===== src/rtl/encoder_16to4_if.sv =====
// Request/index bundle between one-hot producers and the binary encoder.
// The master modport drives the request vector and the slave modport returns the registered index, valid and err flags.
interface encoder_16to4_if #(
   parameter int unsigned IN_W  = 16,
   parameter int unsigned OUT_W = 4
);
   logic [IN_W-1:0]  In;
   logic [OUT_W-1:0] X;
   logic             valid;
   logic             err;

   modport master (output In, input X, valid, err);
   modport slave  (input In, output X, valid, err);
endinterface


===== src/rtl/encoder_16to4.sv =====
// Registered one-hot to binary encoder with highest-weight priority on multi-hot inputs.
// valid flags any set bit; err flags two or more set bits.
module encoder_16to4 #(
   parameter int unsigned IN_W  = 16,
   parameter int unsigned OUT_W = 4
) (
   input  logic           clk,
   input  logic           rst,
   encoder_16to4_if.slave bus
);

   generate
      if (OUT_W != $clog2(IN_W)) begin : g_bad_width
         $error("encoder_16to4: OUT_W must equal clog2(IN_W)");
      end
   endgenerate

   logic [OUT_W-1:0] x_d, x_q;
   logic             valid_d, valid_q;
   logic             err_d, err_q;
   logic [IN_W-1:0]  in_minus_one;

   always_comb begin
      x_d          = '0;
      in_minus_one = bus.In - IN_W'(1);
      valid_d      = |bus.In;
      err_d        = |(bus.In & in_minus_one);
      // Ascending scan: the last hit is the highest set bit, giving priority by weight.
      for (int unsigned i = 0; i < IN_W; i++) begin
         if (bus.In[i]) begin
            x_d = OUT_W'(i);
         end
      end
   end

   always_ff @(posedge clk) begin
      if (rst) begin
         x_q     <= '0;
         valid_q <= 1'b0;
         err_q   <= 1'b0;
      end else begin
         x_q     <= x_d;
         valid_q <= valid_d;
         err_q   <= err_d;
      end
   end

   assign bus.X     = x_q;
   assign bus.valid = valid_q;
   assign bus.err   = err_q;

endmodule


===== src/flat_wrapper.sv =====
// flat-port wrapper written by rule: the top's interface ports become plain ports
module encoder_16to4_flat 
#(
   parameter int unsigned IN_W  = 16,
   parameter int unsigned OUT_W = 4
)
  (clk, rst, bus_In, bus_X, bus_valid, bus_err);
  encoder_16to4_if #(.IN_W(IN_W), .OUT_W(OUT_W)) bus_i ();
  input  logic clk;
  input  logic rst;
  input wire logic [$bits(bus_i.In)-1:0] bus_In;
  output wire logic [$bits(bus_i.X)-1:0] bus_X;
  output wire logic [$bits(bus_i.valid)-1:0] bus_valid;
  output wire logic [$bits(bus_i.err)-1:0] bus_err;
  assign bus_i.In = bus_In;
  assign bus_X = bus_i.X;
  assign bus_valid = bus_i.valid;
  assign bus_err = bus_i.err;
  encoder_16to4 #(.IN_W(IN_W), .OUT_W(OUT_W)) u_core (.clk(clk), .rst(rst), .bus(bus_i));
endmodule

===== config.mk =====
export PLATFORM = sky130hd
export DESIGN_NAME = encoder_16to4_flat
export DESIGN_NICKNAME = d
export VERILOG_FILES = /design/src/rtl/encoder_16to4_if.sv /design/src/rtl/encoder_16to4.sv /design/src/flat_wrapper.sv
export SDC_FILE = /design/constraint.sdc
export NUM_CORES = 1
export LEC_CHECK = 0
export CORE_AREA = 2 2 39 41
export CTS_CLUSTER_DIAMETER = 60
export CTS_CLUSTER_SIZE = 24
export DETAILED_ROUTE_END_ITERATION = 10
export DIE_AREA = 0 0 41 43
export GPL_TIMING_DRIVEN = 1
export PLACE_DENSITY = 0.79
export SLEW_MARGIN = 10
export SYNTH_ARGS = -nofsm -noshare
export SYNTH_HDL_FRONTEND = slang
export SYNTH_SLANG_ARGS = --single-unit

===== constraint.sdc =====
create_clock -name clk -period 5.2 [get_ports clk]
set_clock_uncertainty 0.05 [all_clocks]
set_input_delay 1.56 -clock clk [delete_from_list [all_inputs] [get_ports clk]]
set_output_delay 1.56 -clock clk [all_outputs]
set_load 0.01 [all_outputs]

==> metrics.md <==
| Metric | Value |
|---|---|
| Unrepaired setup endpoints after global routing | false |
| Status | finished, final reports clean |
| Tot GR Track Use | 15.1% |
| Nets | 104 |
| Global placer's final weighted congestion | 0.771 |
| Post-Synthesis Cells | 58 |
| CTS clock-pin slew for the worst setup and hold paths | 0.05 ns |
| Avg Cell Area, Syn | 7.90 um^2 |
| Largest net degree at the start of global routing | 8 |
| First-pass GRT wire length | 1840 um |
| Starting density of the core | 33.1% |
| Synth Area in Compound Gates | 36.9% |
| HP Start | rst |
| Peak Freq | 293 MHz |
| Max VDD drop | 0.0567 mV |
| Number of DRC markers in iteration 0 | 14 |
| Overall power | 133 uW |
| Initial DRT Pass Iterations | 4 |
| Simple-Gate Fraction of Synth Area | 29.2% |
| Post-route cell area | 731 um^2 |
| Final wirelength | 1110 um |
| Port buffer count | 23 |
| CTS tree | built |
| Worst hold stages | 2 |
| Die area | 1760 um^2 |
| Vias | 552 |
| Io pins | 24 |
| Pwr/cell area | 182 nW/um^2 |
| Register area share after synthesis | 26.2% |
| Fin. Hold Viols | 0 |
| DRC errors left | 0 |
| Multi-input gate area | 323 um^2 |
| Vias in the first global route | 468 |
| Number of antenna violations at the first check in global routing | 0 |
| Clock Sinks | 6 |
| Hold_buf cts | 0 |
| Multiplexer share of the synthesized area | 0% |
| Resize count post-CTS | 0 |
| Yosys Warn Count | 0 |
| Post-Synth Adder-Cell Area | 4.37% |
| Startpoint Class | input pin |
| Seq. cell area | 120 um^2 |
| Routed len/inst | 11.1 um |
| Width of the die | 41 um |
| Area Growth Syn to Fin | 59.6% |
| CTS buffer count | 3 |
| Via-to-Cell Ratio | 5.52 |
| Period utilisation layout | 65.5% |
| Antenna diodes | 0 |
| Worst setup path category | input pin to register |
| Worst-Margin Slew | 0.543 ns |
| # fillers | 132 |
| Slew headroom | 63.4% |
| WP data required | 5.27 ns |
| Highest-count cells in the layout ignoring fill and taps | 23 x clkdlybuf4s50_1, 9 x nor2_1, 7 x a21oi_1 |
| Lkg Pwr | 0.000240 uW |
| Root Buffer Master | clkbuf_4 |
| Max-slew violation count | 0 |
| Core ar. | 1380 um^2 |
| Hold Path End | u_core.bus.X[3] |
| GR Overflow Total | 0 |
| DP Area | 708 um^2 |
| Final antenna-violating net count | 0 |
| Fin Setup TNS | 0 ns |
| Post-CTS Setup Inserts | 0 |
| Share of post-route cells with drive strength above 1 | 9.52% |
| Yosys reg bits | 6 |
| Standard-cell row count | 14 |
| Commonest non-fill, non-tap cell in the layout | clkdlybuf4s50_1 |
| Worst EP arrival | 3.48 ns |
| Placed insts | 97 |
| H-Tree Depth | 1 |
| Min-Delay Path Class | input pin to register |
| Main combinational cell family by area after synthesis | compound AO/OA/AOI/OAI gates |
| Max-cap violation count | 0 |
| Final Instance Count excl. Fillers | 100 |
| Final Critical Period | 3.41 ns |
| Synth Area in XOR/XNOR | 0% |
| CP Capture Type | register |
| Maximum buffer depth of the clock tree | 2 |
| Die Ht | 43 um |
| Net Count, Synth | 76 |
| Worst Path Max Fanout | 6 |
| Yosys cell types | 24 |
| Final hold slack | 1.96 ns |
| Post-Synthesis Cell Area | 458 um^2 |
| Final Setup Violations | 0 |
| Hpwl dp | 905 um |
synth_stat cells:
master	number	area, um^2
nand3_1	1	5.00
nand2b_1	1	6.26
a2111oi_0	2	17.5
or4_4	2	22.5
a2111oi_4	1	27.5
o31ai_1	2	15.0
o221ai_1	1	8.76
maj3_1	2	20.0
nand2_1	1	3.75
o21bai_1	1	7.51
nor2_1	9	33.8
o21ai_1	1	5.00
a2111oi_2	1	15.0
a21oi_1	7	35.0
o211ai_1	1	7.51
dfxtp_1	6	120
o21ai_0	3	15.0
a211oi_1	1	7.51
nor2_4	1	11.3
and2_1	1	6.26
nor4_1	4	25.0
inv_1	4	15.0
nor3_1	4	20.0
o21a_1	1	7.51
per-layer routing:
| metal | vias up | global-route usage (%) | routed length (um) |
|---|---|---|---|
| li1 | 278 | - | - |
| met1 | 250 | 19.1 | 441 |
| met2 | 24 | 22.8 | 570 |
| met3 | 0 | 3.14 | 103 |
| met4 | 0 | 8.00 | 0 |
| met5 | - | 0 | 0 |
state kept, by name, summed over array words and instances, names as in the netlist:
signal,cells
u_core.bus.X,4
u_core.bus.err,1
u_core.bus.valid,1
stage by stage:
stage	setup slack, ns	util [%]
after CTS	1.81	52.8
after global routing	1.73	52.8
after global placement	1.55	51.2
final	1.79	52.8
after detailed placement	1.54	51.2
after floorplan	2.17	-
critical path: stages:
cell and delay (ns):
clkdlybuf4s50_1 0.54, or4_4 0.61, nor2_4 0.17, o221ai_1 0.14, a2111oi_2 0.36, a21oi_1 0.11
kinds of logic (layout without fill, tap and decap cells):
kind of cell / after synthesis / in the layout
AND/OR/NAND/NOR: 24 / 24
AO/OA/AOI/OAI: 22 / 22
flip-flops: 6 / 6
buffers and inverters: 4 / 30
adder cells (fa/ha/maj): 2 / 2
power breakdown:
group / leakage (uW) / internal, uW / switching, uW / total (uW)
clock: 0.0000138 / 26.1 / 16.4 / 42.5
sequential: 0.0000506 / 49.2 / 0.668 / 49.9
combinational: 0.000176 / 22.4 / 18.4 / 40.8
total: 0.000240 / 97.7 / 35.4 / 133
worst max-delay path by stage:
stage / cells after the start / slack [ns] / to / from
after floorplan: 5 / 2.17 / u_core.bus.err / bus_In[2]
after global placement: 6 / 1.55 / u_core.bus.err / bus_In[5]
after detailed placement: 6 / 1.54 / u_core.bus.err / bus_In[4]
after CTS: 6 / 1.81 / u_core.bus.err / bus_In[5]
after global routing: 6 / 1.73 / u_core.bus.err / bus_In[4]
final: 6 / 1.79 / u_core.bus.err / bus_In[5]
area by class of cell:
type,count,share of cell area [%]
Multi-Input combinational cell,48,44.2
Inverter,4,2.05
Clock buffer,3,3.08
Tap cell,16,2.74
Sequential cell,6,16.4
Timing Repair Buffer,23,31.5
No activity file was read; power rests on OpenSTA's default activity.
